<file path="config.mk">
export PLATFORM = sky130hd
export DESIGN_NAME = alu_arbiter
export DESIGN_NICKNAME = d
export VERILOG_FILES = /design/src/rtl/alu_pkg.sv /design/src/rtl/rr_arbiter2.sv /design/src/rtl/alu_arbiter.sv
export SDC_FILE = /design/constraint.sdc
export NUM_CORES = 1
export LEC_CHECK = 0
export ABC_AREA = 0
export BUFFER_PORTS_ARGS = -buffer_cell sky130_fd_sc_hd__buf_2
export CAP_MARGIN = 20
export CORE_AREA = 2 2 121 123
export CTS_CLUSTER_DIAMETER = 60
export CTS_CLUSTER_SIZE = 12
export DETAILED_ROUTE_END_ITERATION = 12
export DIE_AREA = 0 0 123 125
export PLACE_DENSITY = 0.77
export REMOVE_ABC_BUFFERS = 1
export SLEW_MARGIN = 20
export SYNTH_ARGS = -nofsm -noshare
export SYNTH_HDL_FRONTEND = slang
export SYNTH_SLANG_ARGS = --single-unit
</file>
<file path="constraint.sdc">
create_clock -name clk -period 2.6 [get_ports clk]
set_clock_uncertainty 0.05 [all_clocks]
set_input_delay 0.52 -clock clk [delete_from_list [all_inputs] [get_ports clk]]
set_output_delay 0.52 -clock clk [all_outputs]
set_load 0.02 [all_outputs]
</file>
<file path="src/rtl/alu_pkg.sv">
// Shared definitions for the ALU arbiter: opcode constants, FSM encoding and
// the opcode legality check.
package alu_pkg;

    localparam logic [2:0] OpAnd = 3'b000;
    localparam logic [2:0] OpOr  = 3'b001;
    localparam logic [2:0] OpAdd = 3'b010;
    localparam logic [2:0] OpSub = 3'b110;
    localparam logic [2:0] OpSlt = 3'b111;
    localparam logic [2:0] OpSll = 3'b101;

    typedef enum logic [1:0] {
        StIdle = 2'd0,
        StExec = 2'd1,
        StResp = 2'd2
    } state_e;

    function automatic logic is_legal_op(input logic [2:0] op);
        return op inside {OpAnd, OpOr, OpAdd, OpSub, OpSlt, OpSll};
    endfunction

endpackage

</file>
<file path="src/rtl/rr_arbiter2.sv">
// Two-way round-robin arbiter: combinational one-hot grant, priority pointer
// moves to the losing requester whenever a grant is taken.
module rr_arbiter2 (
    input  logic       clk,
    input  logic       reset,
    input  logic [1:0] valid,
    input  logic       advance,
    output logic [1:0] grant
);

    // prio_q = 0: requester 0 wins a tie; 1: requester 1 wins.
    logic prio_q;

    always_comb begin
        grant = valid;
        if (valid == 2'b11) begin
            grant = prio_q ? 2'b10 : 2'b01;
        end
    end

    always_ff @(posedge clk) begin
        if (reset) begin
            prio_q <= 1'b0;
        end else if (advance && (grant != 2'b00)) begin
            prio_q <= grant[0];
        end
    end

endmodule

</file>
<file path="src/rtl/alu_arbiter.sv">
// Shares one external combinational ALU between two requesters; each accepted
// op runs IDLE -> EXEC -> RESP (illegal opcodes skip EXEC and return an error).
module alu_arbiter
    import alu_pkg::*;
#(
    parameter int unsigned WIDTH = 32
) (
    input  logic             clk,
    input  logic             reset,
    input  logic             req0_valid,
    output logic             req0_ready,
    input  logic [WIDTH-1:0] req0_a,
    input  logic [WIDTH-1:0] req0_b,
    input  logic [2:0]       req0_op,
    input  logic             req1_valid,
    output logic             req1_ready,
    input  logic [WIDTH-1:0] req1_a,
    input  logic [WIDTH-1:0] req1_b,
    input  logic [2:0]       req1_op,
    output logic             rsp0_valid,
    input  logic             rsp0_ready,
    output logic [WIDTH-1:0] rsp0_data,
    output logic             rsp0_err,
    output logic             rsp1_valid,
    input  logic             rsp1_ready,
    output logic [WIDTH-1:0] rsp1_data,
    output logic             rsp1_err,
    output logic [WIDTH-1:0] alu_dataA,
    output logic [WIDTH-1:0] alu_dataB,
    output logic [2:0]       alu_signal,
    input  logic [WIDTH-1:0] alu_dataOut
);

    state_e           state_q, state_d;
    logic             owner_q, owner_d;
    logic [WIDTH-1:0] a_q, a_d, b_q, b_d;
    logic [2:0]       op_q, op_d;
    logic [WIDTH-1:0] result_q, result_d;
    logic             err_q, err_d;

    logic [1:0]       arb_valid;
    logic [1:0]       grant;
    logic [WIDTH-1:0] sel_a, sel_b;
    logic [2:0]       sel_op;

    // Grants only happen in IDLE and never while reset is asserted.
    assign arb_valid = (state_q == StIdle && !reset) ? {req1_valid, req0_valid} : 2'b00;

    rr_arbiter2 u_arb (
        .clk     (clk),
        .reset   (reset),
        .valid   (arb_valid),
        .advance (|grant),
        .grant   (grant)
    );

    assign req0_ready = grant[0];
    assign req1_ready = grant[1];

    assign sel_a  = grant[1] ? req1_a  : req0_a;
    assign sel_b  = grant[1] ? req1_b  : req0_b;
    assign sel_op = grant[1] ? req1_op : req0_op;

    always_comb begin
        state_d  = state_q;
        owner_d  = owner_q;
        a_d      = a_q;
        b_d      = b_q;
        op_d     = op_q;
        result_d = result_q;
        err_d    = err_q;
        case (state_q)
            StIdle: begin
                if (grant != 2'b00) begin
                    owner_d = grant[1];
                    if (is_legal_op(sel_op)) begin
                        a_d     = sel_a;
                        b_d     = sel_b;
                        op_d    = sel_op;
                        state_d = StExec;
                    end else begin
                        result_d = '0;
                        err_d    = 1'b1;
                        state_d  = StResp;
                    end
                end
            end
            StExec: begin
                result_d = alu_dataOut;
                err_d    = 1'b0;
                state_d  = StResp;
            end
            StResp: begin
                if (owner_q ? rsp1_ready : rsp0_ready) begin
                    state_d = StIdle;
                end
            end
            default: state_d = StIdle;
        endcase
    end

    always_ff @(posedge clk) begin
        if (reset) begin
            state_q  <= StIdle;
            owner_q  <= 1'b0;
            a_q      <= '0;
            b_q      <= '0;
            op_q     <= 3'b000;
            result_q <= '0;
            err_q    <= 1'b0;
        end else begin
            state_q  <= state_d;
            owner_q  <= owner_d;
            a_q      <= a_d;
            b_q      <= b_d;
            op_q     <= op_d;
            result_q <= result_d;
            err_q    <= err_d;
        end
    end

    assign rsp0_valid = (state_q == StResp) && !owner_q;
    assign rsp1_valid = (state_q == StResp) && owner_q;
    assign rsp0_data  = result_q;
    assign rsp1_data  = result_q;
    assign rsp0_err   = err_q && rsp0_valid;
    assign rsp1_err   = err_q && rsp1_valid;

    assign alu_dataA  = a_q;
    assign alu_dataB  = b_q;
    assign alu_signal = op_q;

endmodule

</file>
Word-level counts from Yosys, hierarchy flattened
Cells that the tools add are included.

storage, ports and cells
  flip-flop bits (word level) = 104
  latch bits = 0
  bits in writable memories = 0
  bits in read-only memories = 0
  input bits = 172
  output and inout port bits = 137
  memories kept = 0

operators by class
  $add $sub $neg = 0
  multiply operators = 0
  divide/modulo/power cells = 0
  order comparisons = 0
  eq/ne operators = 11
  shift operators = 0
  mux-type cells = 17
  bitwise logic cells = 0
  reduce and logical (&&, ||, !) cells = 18

operators by type and width
  cell                                                                      number
  32-bit two-way mux                                                        4
  32-bit case mux with 2 select lines                                       1
  2-bit two-way mux                                                         6
  3-bit equality test (second input constant)                               3
  1-bit logical AND                                                         6
  2-bit case mux with 3 select lines                                        1
  3-bit AND reduction                                                       2
  6-bit nonzero test                                                        1
  2-bit equality test (second input constant)                               2
  2-bit inequality test (second input constant)                             2
  2-bit AND reduction                                                       2
  2-bit nonzero test                                                        2
  3-bit by 1-bit equality test with 1-bit output (second input constant)    1
  3-bit by 2-bit equality test with 1-bit output (second input constant)    1
  3-bit logical NOT                                                         1
  1-bit two-way mux                                                         3
  3-bit two-way mux                                                         1
  2-bit by 1-bit equality test with 1-bit output (second input constant)    1
  1-bit logical NOT                                                         2
  2-bit logical NOT                                                         1
  2-bit by 1-bit inequality test with 1-bit output (second input constant)  1
  1-bit case mux with 2 select lines                                        1
  2-bit OR reduction                                                        1

Depth between registers and ports, before layout
Gate-level depths: netlist of the first run.

  word-level depth = 11
  gate-level depth with buffers = 7

Cells and area by module
From an unflattened synthesis of the first run, not the netlist that was laid out.

unflattened totals
  cells, all modules = 460
  area total of the unflattened synthesis = 5061.1 um2

by module, submodules not included
  module       times used  cells an instance  area an instance (um2)  seq. area each (um2)
  alu_arbiter  1           453                4996.0                  2062.0
  rr_arbiter2  1           7                  65.1                    20.0

Worst setup path after synthesis of the first run
OpenSTA, ideal clock, no wires.

  kind = input to output
  start point = in reset
  end point = out req1_ready
  arrival time = 1453 ps
  required time = 2030 ps
  slack = 577 ps
  stages on the path = 5
  buffers on the path = 2
  cell sequence = nor3_2 nand3_2 buf_2 buf_2 inv_1

on the way
  word-level cells in the longest chain between the ends = 5

RTL lines
  element              RTL line           text
  start, declared      alu_arbiter.sv:9   input logic reset,
  1-bit logical NOT *  alu_arbiter.sv:47  assign arb_valid = (state_q == StIdle && !reset) ? {req1_valid, req0_valid} : 2'b00;
  1-bit logical AND *  alu_arbiter.sv:47
  2-bit two-way mux *  alu_arbiter.sv:47
  2-bit equality test  rr_arbiter2.sv:16  if (valid == 2'b11) begin
  2-bit two-way mux *  rr_arbiter2.sv:16
  end, declared        alu_arbiter.sv:16  output logic req1_ready,

Mark *: on every way between the ends. The rest lies on a longest branch, timed or not.

Worst setup path in the final report of the first run
  start point = reg state_q[1]
  end point = out req1_ready

on the way
  word-level cells in the longest chain between the ends = 5

RTL lines
  element                 RTL line            text
  start, declared         alu_arbiter.sv:34   state_e state_q, state_d;
  start signal, assigned  alu_arbiter.sv:104  state_q <= StIdle;
  start signal, assigned  alu_arbiter.sv:112  state_q <= state_d;
  2-bit logical NOT *     alu_arbiter.sv:47
  1-bit logical AND *     alu_arbiter.sv:47
  2-bit two-way mux *     alu_arbiter.sv:47
  2-bit equality test     rr_arbiter2.sv:16
  2-bit two-way mux *     rr_arbiter2.sv:16

Marks and branches as above.

==> results of run 1 <==
[power groups by stage]
stage | Sequential, uW | Combinational, uW | Clock, uW
2_1_floorplan | 2190 | 628 | 0
3_3_place_gp | 1920 | 1490 | 0
3_5_place_dp | 1930 | 1500 | 0
4_1_cts | 1890 | 1510 | 1430
5_1_grt | 1910 | 1620 | 1490
6_report | 1890 | 1500 | 1380
[metrics by stage]
step                utilization  setup slack [ps]
floorplan                     -             -2030
global placement          0.451               335
detailed placement        0.451               299
CTS                       0.472               166
global route              0.472              70.3
finish                    0.472               214
[worst reg2reg max path, cell delays in order (launching register included)]
cell      delay [ps]
dfxtp_1          530
nor3_2           130
a311oi_2         380
o21bai_4         260
nand2_2           90
buf_4            290
a311oi_1         330
[registers in the layout, summed over array words and instances (netlist names)]
signal        flops
err_q             1
owner_q           1
alu_dataA        32
alu_dataB        32
u_arb.prio_q      1
rsp0_data        32
state_q           2
alu_signal        3
[cell usage after synthesis]
cell,number
a31o_2,2
nor2_1,5
inv_2,1
buf_4,35
buf_6,4
nand2_1,34
o311a_1,1
buf_1,3
inv_1,71
nand3_2,1
o22ai_1,68
and2_1,2
dfxtp_1,104
a311oi_2,30
nor3b_1,2
o21ai_0,2
a21oi_1,34
a221oi_2,20
a221oi_1,47
nand3_1,1
and3_1,1
buf_2,8
clkbuf_1,34
and3b_1,1
nor2b_1,2
nand2b_1,2
o21bai_4,1
nand2_2,1
nor3_2,1
a311oi_1,3
a21oi_2,1
[metal layers]
metal / GRT usage / vias to the layer above
li1: - / 2419
met1: 0.220 / 2245
met2: 0.331 / 223
met3: 0.0525 / 11
met4: 0.0648 / 0
met5: 0 / -
[layout make-up]
type,count,area [um^2],area share
multi-input combinational,262,2130,0.317
clock buffer,9,225,0.0336
sequential,104,2080,0.311
clock inverter,7,76.3,0.0114
timing repair buffer,321,1690,0.252
tap,184,230,0.0343
antenna,1,2.50,0.000373
inverter,72,270,0.0403
[worst paths after layout]
path                                       to  slack, ps  cells past startpoint
worst max-delay path               req1_ready        210                      5
worst min-delay path            rsp0_data[30]        390                      3
worst max register to register  rsp0_data[30]        460                      6
worst min register to register  alu_dataA[29]        410                      2
[logic make-up (layout without fill, tap and decap cells)]
logic type,Yosys count,in the layout,synth area share
compound gates,209,209,0.375
buf+inv,156,409,0.153
flops,104,104,0.422
other cells,0,1,0
simple gates,53,53,0.0497
==> metrics.txt, run 1 <==
largest net degree at the start of global routing=69; CTS max path bufs=2; gpl congestion=0.790; maximum clock frequency=419 MHz; Psw=1680 uW; #FFs+latches synth=104; Total Routed Length=15,300 um; Finished Layout Cells=960; fin area=0.00670 mm^2; Required @ worst endpoint=2030 ps; Nets=942; number of routed nets with antenna violations=0; Remaining DRCs=0; dpl cell area=0.00640 mm^2; post-synth top area cell=dfxtp_1; PortBufs=308; CTS resizes=0; Sink Count=104; Setup Crit Path Kind=reg2out; Tmin final=2390 ps; Worst VDD drop=0.346 mV; Worst slew margin=0.465; Least-Margin Pin Slew=802 ps; Max FO, Critical Path=65; Buf/Inv on CP=3; CP startpoint kind=flop; Setup Buffers After CTS=0; RSZ-0062 raised after global routing=false; core footprint=0.0142 mm^2; row cnt=44; Power Internal=3090 uW; Cells after Synth=522; clock root cell=clkbuf_16; synth unique cells=31; WL met3=1410 um; full die area=0.0154 mm^2; maxcap violations=0; CTS clock-pin slew for the worst setup and hold paths=70 ps; first-pass GRT wire length=22,900 um; final hold slack=393 ps; synth warn=0; post-synthesis sequential area ratio=0.422; Max Used Layer=met4; Placed Instances=943; clock share of power=0.289; vias in the first global route=4,456; gr usage total=0.190; Syn Std Cell Area=0.00493 mm^2; CTS H-tree lvls=3; Worst EP arrival=1820 ps; Via density=5.10; die width=123 um; syn avg cell area=9.45 um^2; worst hold path class=in2reg; Detail Placement HPWL=11,000 um; layout cells sized above 1=0.514; Static Leak=0.00303 uW; Sw Share=0.352; initial antenna violation count=1; post-synth top area share=0.422; Worst Setup End Kind=output port; hold_sp=alu_dataOut[30]; drt first pass iters=5; Worst-Skew Late Latency=340 ps; RR Startpoint=state_q[1]; Ports=309; run status=finished, final reports clean; WL met2=7660 um; commonest non-fill, non-tap cell in the layout=buf_2; Slew Limit Fails=0; Area Overhead vs Synth=35.9%; most frequent cells in the layout=buf_2, dfxtp_1, inv_1, o22ai_1, a221oi_1; Fin. Hold Viols=0; Top delay family on crit path=simple AND/OR/NAND/NOR gates; CTS buffer count=9; Comb power frac=0.314; DR WL/cell=15.9 um; vias=4,898; die height=125 um; Total Neg Setup Slack=0 ps; CTS tree=built; ranking of synthesized cells by area=dfxtp_1, a311oi_2, o22ai_1; Power Total=4770 uW; Hold-fix buffers, CTS=0; crit path max-delay cell type=dfxtp_1; Final Cycle Share=0.918; final setup fails=0; DRT iter0 DRCs=168; Initial Util=0.347; Worst Setup SP=state_q[1]; power per standard cell area=711 mW/mm^2; fill count=1,390; Reg power frac=0.397; GRT Residual Overflow=0; Crit path largest cell delay=410 ps; metal1 wirelength=5990 um; Cell Chain, Critical Path=nor3_2 > nand3_2 > buf_12 > inv_1 > buf_2
Note: power is estimated with default switching activity, not from simulation.
==> run 2, diff against run 1 <==
--- a/config.mk
+++ b/config.mk
@@ -14,6 +14,7 @@
 export DETAILED_ROUTE_END_ITERATION = 12
 export DIE_AREA = 0 0 123 125
 export PLACE_DENSITY = 0.77
+export RECOVER_POWER = 50
 export REMOVE_ABC_BUFFERS = 1
 export SLEW_MARGIN = 20
 export SYNTH_ARGS = -nofsm -noshare
==> metrics.txt, run 2 (synthesis gave the netlist of run 1 again) <==
run status=finished, final reports clean; Required @ worst endpoint=2030 ps (about the same); Total Neg Setup Slack=0 ps (unchanged); Initial Util=0.347 (unchanged); Sink Count=104 (unchanged); hold_sp=alu_dataOut[30]; Worst Setup End Kind=output port; CTS clock-pin slew for the worst setup and hold paths=70 ps (about the same); Total Routed Length=15,400 um (+0.71%); vias in the first global route=4,456 (unchanged); Hold Crit Depth=3 (unchanged); RR Startpoint=state_q[1]; vias=4,937 (+0.80%); core footprint=0.0142 mm^2 (unchanged); reg2reg path depth=6 (unchanged); GRT Residual Overflow=0 (unchanged); clock root cell=clkbuf_16; RSZ-0062 raised after global routing=false; Tmin final=2380 ps (-1.07 ps); Final Cycle Share=0.917 (about the same); Worst VDD drop=0.343 mV (-0.84%); Slew Limit Fails=0 (unchanged); CP startpoint kind=flop; FF-to-FF End=rsp0_data[30]; Remaining DRCs=0 (unchanged); full die area=0.0154 mm^2 (unchanged); CTS tree=built; Worst slew margin=0.459 (-0.00670); Static Leak=0.00254 uW (-16%); CTS resizes=0 (unchanged); power per standard cell area=722 mW/mm^2 (+1.5%); CTS H-tree lvls=3 (unchanged); maximum clock frequency=419 MHz (about the same); row cnt=44 (unchanged); Nets=942 (unchanged); first-pass GRT wire length=22,900 um (unchanged); Placed Instances=943 (unchanged); Setup Crit Path Kind=reg2out; min setup slack post-route=215 ps (+1.07 ps); commonest non-fill, non-tap cell in the layout=buf_2; most frequent cells in the layout=buf_2, clkbuf_1, dfxtp_1, inv_1, o22ai_1; Fin. Hold Viols=0 (unchanged); maxcap violations=0 (unchanged); Via density=5.14 (+0.80%); Worst-Skew Late Latency=340 ps (about the same); Worst R2R Setup Slack=460 ps (about the same); worst hold path class=in2reg; die height=125 um (unchanged); die width=123 um (unchanged); Setup Buffers After CTS=0 (unchanged); DR WL/cell=16.0 um (+0.71%); number of routed nets with antenna violations=0 (unchanged); Area Overhead vs Synth=32.8%; Hold-fix buffers, CTS=0 (unchanged); initial antenna violation count=1 (unchanged); dpl ws=299 ps (unchanged); Worst EP arrival=1810 ps (about the same); Worst Hold Path EP=rsp0_data[30]; Ports=309 (unchanged); Max FO, Critical Path=65 (unchanged); Finished Layout Cells=960 (unchanged); CTS buffer count=9 (unchanged); Detail Placement HPWL=11,000 um (unchanged); drt first pass iters=5 (unchanged); PortBufs=308 (unchanged); largest net degree at the start of global routing=69 (unchanged); layout cells sized above 1=0.359 (-0.155); DRT iter0 DRCs=183 (+8.9%); gr usage total=0.190 (unchanged); Least-Margin Pin Slew=812 ps (+10.0 ps); CTS max path bufs=2 (unchanged); gpl congestion=0.790 (unchanged); fill count=1,446 (+4.0%); final setup fails=0 (unchanged)
## run 2: cell count changes in the layout (fill, tap and decap cells not counted)
cell	before	now
clkbuf_1	0	120
buf_2	307	187
## run 2: layer usage
metal / up-vias / track usage / routed length, um
met5: - / 0 / 0
met4: 0 / 0.0648 / 187
met3: 11 / 0.0525 / 1400
met1: 2269 / 0.220 / 6060
li1: 2417 / - / -
met2: 240 / 0.331 / 7710
## run 2: cell type report
class	count	area, um^2	area share
tap	184	230	0.0351
timing repair buffer	321	1540	0.235
antenna	1	2.50	0.000382
clock buffer	9	225	0.0344
multi-input combinational	262	2130	0.324
sequential	104	2080	0.318
clock inverter	7	76.3	0.0116
inverter	72	270	0.0412
## run 2: how the worst max path moves through the flow
stage	from	to
2_1_floorplan	reset	alu_dataA[0]
3_3_place_gp	req0_op[0]	rsp0_data[30]
3_5_place_dp	req0_op[0]	rsp0_data[30]
4_1_cts	state_q[1]	req1_ready
5_1_grt	state_q[1]	req1_ready
6_report	state_q[1]	req1_ready
## run 2: power by group
group	internal [uW]	leakage [uW]	total, uW	switching (uW)
combinational	499	0.00154	1440	945
clock	756	0.000143	1390	631
sequential	1780	0.000852	1900	116
total	3040	0.00254	4730	1690
## run 2: per-stage QoR
step	util	instance area [um^2]	total power (uW)	hold WS, ps
6_report	0.461	6550	4730	391
5_1_grt	0.461	6550	4980	408
3_5_place_dp	0.451	6400	3430	399
3_3_place_gp	0.451	6400	3410	395
2_1_floorplan	-	4450	2820	424
4_1_cts	0.472	6700	4830	372
## run 2: critical path, cell delays in order (launching register included)
cell and delay [ps]:
dfxtp_1 410, nor3_2 330, nand3_2 220, buf_12 230, inv_1 110, buf_2 170
